[config.mk]
export PLATFORM = sky130hd
export DESIGN_NAME = hsd_accumulator
export DESIGN_NICKNAME = d
export VERILOG_FILES = /design/src/rtl/hsd_accumulator.sv
export SDC_FILE = /design/constraint.sdc
export NUM_CORES = 1
export LEC_CHECK = 0
export BUFFER_PORTS_ARGS = -buffer_cell sky130_fd_sc_hd__buf_2
export CORE_AREA = 2 2 90 92
export CTS_CLUSTER_SIZE = 12
export DETAILED_ROUTE_END_ITERATION = 8
export DIE_AREA = 0 0 92 94
export MAX_ROUTING_LAYER = met4
export PLACE_DENSITY = 0.65
export SYNTH_ARGS = -nofsm -noshare
export SYNTH_HDL_FRONTEND = slang
export SYNTH_SLANG_ARGS = --single-unit
[constraint.sdc]
create_clock -name clk -period 2.7 [get_ports clk]
set_clock_uncertainty 0.15 [all_clocks]
set_input_delay 0.405 -clock clk [delete_from_list [all_inputs] [get_ports clk]]
set_output_delay 0.405 -clock clk [all_outputs]
set_load 0.02 [all_outputs]
[src/rtl/hsd_accumulator.sv]
// hsd_accumulator: carry-free redundant accumulator with a chunked
// borrow-chain conversion back to binary on flush.
// The accumulator is kept as two vectors P and N with value (P - N) mod 2^WIDTH,
// so each operand is absorbed in one cycle without a carry chain. On flush, a
// CHUNK-bit subtractor walks from the LSB chunk upward for WIDTH/CHUNK cycles,
// then the result is held until it is consumed.
// Optional feature: define HSD_ACC_CNT_EN to add the acc_count output
// (operands accepted since reset or clr, saturating at 16'hFFFF).
module hsd_accumulator #(
  parameter int WIDTH = 16,
  parameter int CHUNK = 4
) (
  input  logic             clk,
  input  logic             rst,
  input  logic             in_valid,
  output logic             in_ready,
  input  logic [WIDTH-1:0] in_data,
  input  logic             clr,
  input  logic             flush_req,
  output logic             out_valid,
  input  logic             out_ready,
  output logic [WIDTH-1:0] out_data,
  output logic             busy
`ifdef HSD_ACC_CNT_EN
  ,
  output logic [15:0]      acc_count
`endif
);

  localparam int K     = WIDTH / CHUNK;
  localparam int CNT_W = (K > 1) ? $clog2(K) : 1;

  typedef enum logic [1:0] {S_ACC, S_CONV, S_HOLD} state_t;

  state_t           r_state;
  state_t           w_next;
  logic [WIDTH-1:0] r_p;
  logic [WIDTH-1:0] r_n;
  logic [WIDTH-1:0] r_out;
  logic             r_borrow;
  logic [CNT_W-1:0] r_cnt;

  logic             w_in_acc;
  logic             w_accept;
  logic             w_clr;
  logic             w_last;
  logic [WIDTH-1:0] w_p_base;
  logic [WIDTH-1:0] w_n_base;
  logic [WIDTH-1:0] w_t;
  logic [WIDTH-1:0] w_u;
  logic [CHUNK-1:0] w_p_chunk;
  logic [CHUNK-1:0] w_n_chunk;
  logic [CHUNK-1:0] w_diff;
  logic             w_borrow_out;

  // Saturating 16-bit increment used by the optional operand counter.
  function automatic logic [15:0] sat_inc16(input logic [15:0] v);
    return (v == 16'hFFFF) ? v : v + 16'd1;
  endfunction

  assign w_in_acc = (r_state == S_ACC);
  assign w_accept = w_in_acc & in_valid;
  assign w_clr    = w_in_acc & clr;
  assign w_last   = (r_cnt == CNT_W'(K - 1));

  // Carry-free add of the operand; clear is folded in ahead of the add.
  always_comb begin
    w_p_base = w_clr ? '0 : r_p;
    w_n_base = w_clr ? '0 : r_n;
    w_t      = (w_p_base & ~w_n_base) | (w_p_base & in_data) | (~w_n_base & in_data);
    w_u      = w_p_base ^ w_n_base ^ in_data;
  end

  // Select the current P/N chunk and subtract it with the running borrow.
  always_comb begin
    w_p_chunk = '0;
    w_n_chunk = '0;
    for (int k = 0; k < K; k++) begin
      if (r_cnt == CNT_W'(k)) begin
        w_p_chunk = r_p[k*CHUNK +: CHUNK];
        w_n_chunk = r_n[k*CHUNK +: CHUNK];
      end
    end
    {w_borrow_out, w_diff} = {1'b0, w_p_chunk} - {1'b0, w_n_chunk} - {{CHUNK{1'b0}}, r_borrow};
  end

  // State register.
  always_ff @(posedge clk) begin
    if (rst) r_state <= S_ACC;
    else     r_state <= w_next;
  end

  // Next-state logic: flush starts conversion, K chunks later hold until consumed.
  always_comb begin
    w_next = r_state;
    case (r_state)
      S_ACC:   if (flush_req) w_next = S_CONV;
      S_CONV:  if (w_last)    w_next = S_HOLD;
      S_HOLD:  if (out_ready) w_next = S_ACC;
      default: w_next = S_ACC;
    endcase
  end

  // Handshake and status outputs decoded from the state.
  always_comb begin
    in_ready  = (r_state == S_ACC);
    out_valid = (r_state == S_HOLD);
    busy      = (r_state == S_CONV) | (r_state == S_HOLD);
  end

  assign out_data = r_out;

  // Accumulator, conversion chunk counter, borrow and result register.
  always_ff @(posedge clk) begin
    if (rst) begin
      r_p      <= '0;
      r_n      <= '0;
      r_out    <= '0;
      r_borrow <= 1'b0;
      r_cnt    <= '0;
    end else begin
      case (r_state)
        S_ACC: begin
          if (w_accept) begin
            r_p <= {w_t[WIDTH-2:0], 1'b0};
            r_n <= w_u;
          end else if (w_clr) begin
            r_p <= '0;
            r_n <= '0;
          end
          if (flush_req) begin
            r_borrow <= 1'b0;
            r_cnt    <= '0;
          end
        end
        S_CONV: begin
          for (int k = 0; k < K; k++) begin
            if (r_cnt == CNT_W'(k)) r_out[k*CHUNK +: CHUNK] <= w_diff;
          end
          r_borrow <= w_borrow_out;
          r_cnt    <= r_cnt + 1'b1;
        end
        default: ;
      endcase
    end
  end

`ifdef HSD_ACC_CNT_EN
  logic [15:0] r_count;

  // Operand counter; only moves in ACC, so it is frozen while busy.
  always_ff @(posedge clk) begin
    if (rst) begin
      r_count <= 16'd0;
    end else if (w_in_acc) begin
      if (w_clr)         r_count <= w_accept ? 16'd1 : 16'd0;
      else if (w_accept) r_count <= sat_inc16(r_count);
    end
  end

  assign acc_count = r_count;
`endif

endmodule
# Word-level counts from Yosys, hierarchy flattened
# Index checks and enable logic that the tools add are counted.
# totals
reg_bits	53
latchBits	0
ramBits	0
mem_bits_ro	0
in_bits	22
elab_cells	60
memories	0
# op_classes
n_addsub	3
mul	0
div	0
magnitude_cmp	0
n_eq_ne	8
shifts	0
mux	20
bitwise_logic	11
n_reduce_logical	9
# ops
operator	count
two-way mux 16 bit	4
bitwise AND 15 bit	3
two-way mux 4 bit	8
XOR 16 bit	2
bitwise OR 15 bit	2
inverter 15 bit	1
AND reduction 2 bit	5
two-way mux 2 bit	4
== test 2 bit (second input constant)	3
case mux 2 bit (3 select lines)	1
subtractor 4 x 4 -> 5 bit	1
subtractor 5 x 1 -> 5 bit	1
== test 2 x 1 -> 1 bit (second input constant)	2
zero test 2 bit	2
!= test 2 bit (second input constant)	2
case mux 2 bit (2 select lines)	1
AND reduction 3 bit	1
adder 2 x 1 -> 2 bit (second input constant)	1
bitwise AND 1 bit	2
!= test 2 x 1 -> 1 bit (second input constant)	1
case mux 1 bit (2 select lines)	1
nonzero test 2 bit	1
two-way mux 1 bit	1
bitwise OR 1 bit	1

# Longest topological paths before layout
# logic_depth
depth_word	8
ltp_mapped	16
mapped_depth_nobuf	15

# Least setup slack after synthesis
# OpenSTA, ideal clock, no wires.
# synth_path
kind	flip-flop to flip-flop
start	register r_cnt[0]
end	register r_borrow
setup_time_ps	132
t_arrival_ps	2604
setup_slack_ps	-186
path_stages_with_launch	16
n_path_buf	2
cell_sequence	dfxtp_1 > inv_1 > ha_1 > buf_6 > clkbuf_8 > a21oi_1 > a21oi_1 > o21ai_0 > fa_1 > inv_1 > fa_1 > nand2b_1 > a21oi_1 > xor2_1 > a32oi_1 > a21oi_1
# synth_between
elab_chain_len	8
elab_cells_between_ends	15
# synth_rtl
element	line_no	rtl
from (decl)	41	logic [CNT_W-1:0] r_cnt;
from (signal assigned)	141	r_cnt <= r_cnt + 1'b1;
zero test 2 bit	79	if (r_cnt == CNT_W'(k)) begin
two-way mux 4 bit (4 in series)	79	
subtractor 4 x 4 -> 5 bit (*)	84	{w_borrow_out, w_diff} = {1'b0, w_p_chunk} - {1'b0, w_n_chunk} - {{CHUNK{1'b0}}, r_borrow};
subtractor 5 x 1 -> 5 bit (*)	84	
case mux 1 bit (2 select lines) (*)	122	case (r_state)
to (signal assigned)	140	r_borrow <= w_borrow_out;
to (decl)	40	logic r_borrow;
# Every way passes the cells marked *; elsewhere a longest branch is shown, timed or not.
# A chain may end at the register's enable or synchronous reset.

# Final worst setup path
# layout_path
start	register r_cnt[1]
end	register r_borrow
# Same word-level chain as after synthesis.

==> flow_summary.toml <==
[run_status]
outcome = "finished, final reports clean"

[sta]
max-slew-margin-rel_pct = 24.8
min_period_ps = 2650
slew_violations = 0
worst_pin_slew_ps = 1130
finalSetupViolCount = 0
timing.fmax_ghz = 0.378
fin_crit_sh_pct = 98.0
hold_slack_ps = 293
finalHoldViolations = 0
rsz0062_at_grt = "true"

[critical_path]
critPathMaxStageDelay_ps = 400
r2r-start = "r_cnt[1]"
crit_path_cell_trace = "inv_2, ha_4, buf_4, nand3b_1, a21oi_2, a21oi_1, nor2_1, a21oi_1, fa_2, nand2b_4, a21oi_2, xor2_1, a32oi_1, a21oi_1"
cp.arrival_ps = 2750
cp-end-kind = "register"
cp.required_ps = 2810
start_kind = "register"
cpMostUsedCell = "a21oi_1"
ff2ff_setup_slack_ps = 50
crit_path_max_fanout = 9
crit_path_top_delay_cell = "fa_2"
worstReg2RegEnd = "r_borrow"
path_class = "reg2reg"
reg2reg_depth = 14

[detailed_routing]
antenna_left = 0
drt-pass1-iter-count = 4
viasPerCell = 5.18
wl_per_cell_microns = 13.8
wl_microns = 6890
drt-initial-drc-count = 112
drc = 0
vias = 2579

[die]
die_h_microns = 94
dieWidth_microns = 92
core_sq_um = 7610
initial_core_util_pct = 39.5
num_rows = 32
io_pins = 41
die_area_sq_um = 8650

[min_path]
hold_start = "flush_req"
min_path_cells = 3
hold-path-endpoint = "r_cnt[0]"
hold_class = "in2reg"

[global_route]
grt_pass1_vias = 2464
grt_max_degree = 41
gr-total-overflow = 0
antenna_found_initial = 0
grt_pass1_wl_microns = 11500
grt_usage_pct = 17.1

[pwr]
cellPowerDensity_nw_per_um2 = 925
p_leak_nw = 1.38
ir_drop_uv = 488
power_w = 0.00325

[logic_synthesis]
synth_flop_cell = "dfxtp_1"
synth_area_leaders = "dfxtp_1 (35%), fa_1 (11%), nor2_1 (8.0%)"
synth_top_cell_area_share_pct = 35.3
yosysTopAreaCell = "dfxtp_1"
synth-seq-area-share_pct = 35.3
synth_cell_types = 37
synth.avg_cell_area_sq_um = 8.60
synth_most_common_cell = "nor2_1"
async_flop_share_pct = 0
netlist_instances = 349
synth_edf_count = 0
ys_ff_latch = 53
syn_nets = 399
yosysWarningCount = 0
netlist_area_sq_um = 3000
synthTopCellsByCount = "nor2_1 (64), dfxtp_1 (53), a21oi_1 (42)"

[placed_design]
gp_congestion = 0.909
hpwlAfterDp_microns = 5080
port_buffers = 40
dp_cells = 489

[clocking]
hold_buffers = 0
h-tree-depth = 2
cts_buffer_depth = 2
cts_tree = "done"
numClockSinks = 53
cts_buffers = 5
clkTransAtPathRegs_ps = 100
insertion_delay_ps = 320
cts-root-buf = "clkbuf_8"

[cells_and_area]
fill_cells = 775
instances_no_fill = 498
final_core_util_pct = 46.2
diodes = 0
area_delta_synth_final_pct = 17.1
layout.nets = 445
drive_gt1_share_pct = 24.2

[run]
max_cap_violations = 0
report_power, final:
part           switching, W  internal [W]  leakage (nW)
Sequential         0.000136      0.000943         0.434
Clock              0.000275      0.000183        0.0374
Combinational      0.000986      0.000730         0.904
Total               0.00140       0.00186          1.38
per-stage QoR:
step | setup WS (ps) | setup TNS, ps | area, sq um
global placement | 8.65 | 0 | 3340
floorplan | 6.30 | 0 | 3020
detailed placement | -72.0 | -321 | 3340
global route | -94.4 | -94.6 | 3520
CTS | 2.45 | 0 | 3470
finish | 53.3 | 0 | 3520
layer usage:
metal	vias up	track usage [%]	wire length [microns]	part of all wire, %
met5	-	-	0	0
met2	50	27.4	3250	47
met4	0	6.72	109	1.6
met3	7	2.81	268	3.9
met1	1246	21.9	3270	47
li1	1276	-	-	-
what timing repair did:
action | in CTS | in global routing
gates cloned | 0 | 0
gates resized for setup | 13 | 8
pin swaps | 9 | 8
buffers inserted | 0 | 1
setup endpoints to repair | 9 | 9
worst max-delay path by stage:
stage | to | from | slack, ps | depth (start not counted)
after CTS | r_borrow | r_cnt[1] | 2 | 14
after detailed placement | r_borrow | r_cnt[1] | -70 | 14
after global placement | r_borrow | r_cnt[1] | 9 | 14
final | r_borrow | r_cnt[1] | 50 | 14
after floorplan | r_borrow | r_cnt[1] | 6 | 16
after global routing | r_borrow | r_cnt[1] | -90 | 14
cell usage in the layout (no fill, tap or decap), types with 2 or more instances in the layout:
master       n
o21ai_2      2
and2_1      17
clkinvlp_4   2
a22oi_1     15
a21oi_2      6
dfxtp_1     51
o21ai_0      4
mux2i_1      3
fa_1        15
inv_1        7
clkbuf_8     5
buf_4       21
o31ai_1      4
a32oi_1      2
inv_2        4
buf_2       40
fa_2         2
ha_2         2
a221oi_1     2
a211oi_1     8
nand2_1     39
ha_4         3
ha_1         6
nand3b_1    13
a21oi_1     37
nor2_1      64
registers in the layout (all words and copies together) (netlist names):
register and cells:
r_n 16, r_state 2, r_borrow 1, r_cnt 2, r_p 16, out_data 16
critical path, delay by kind of cell (launching register included):
family                   cells  cell delay [ps]
AND/OR/NAND/NOR              3              400
flip-flops                   1              350
buffers and inverters        2              220
AO/OA/AOI/OAI                6              680
adder cells (fa/ha/maj)      2              570
XOR/XNOR                     1              210
cells by family after synthesis:
group                    after synthesis  share of synthesized area [%]
AO/OA/AOI/OAI                         85                           17.7
multiplexers                           3                           1.00
flip-flops                            53                           35.3
buffers and inverters                 34                           6.84
XOR/XNOR                               4                           1.42
AND/OR/NAND/NOR                      142                           21.8
adder cells (fa/ha/maj)               28                           15.9
cell type report:
cell class | instances | area (sq um) | area share [%]
multi-input combinational | 262 | 1820 | 51.9
timing repair buffer | 62 | 369 | 10.5
clock buffer | 6 | 72.6 | 2.06
sequential | 53 | 1070 | 30.3
tap | 102 | 128 | 3.63
clock inverter | 2 | 15.0 | 0.427
inverter | 11 | 41.3 | 1.17
Note: power is estimated with default switching activity, not from simulation.
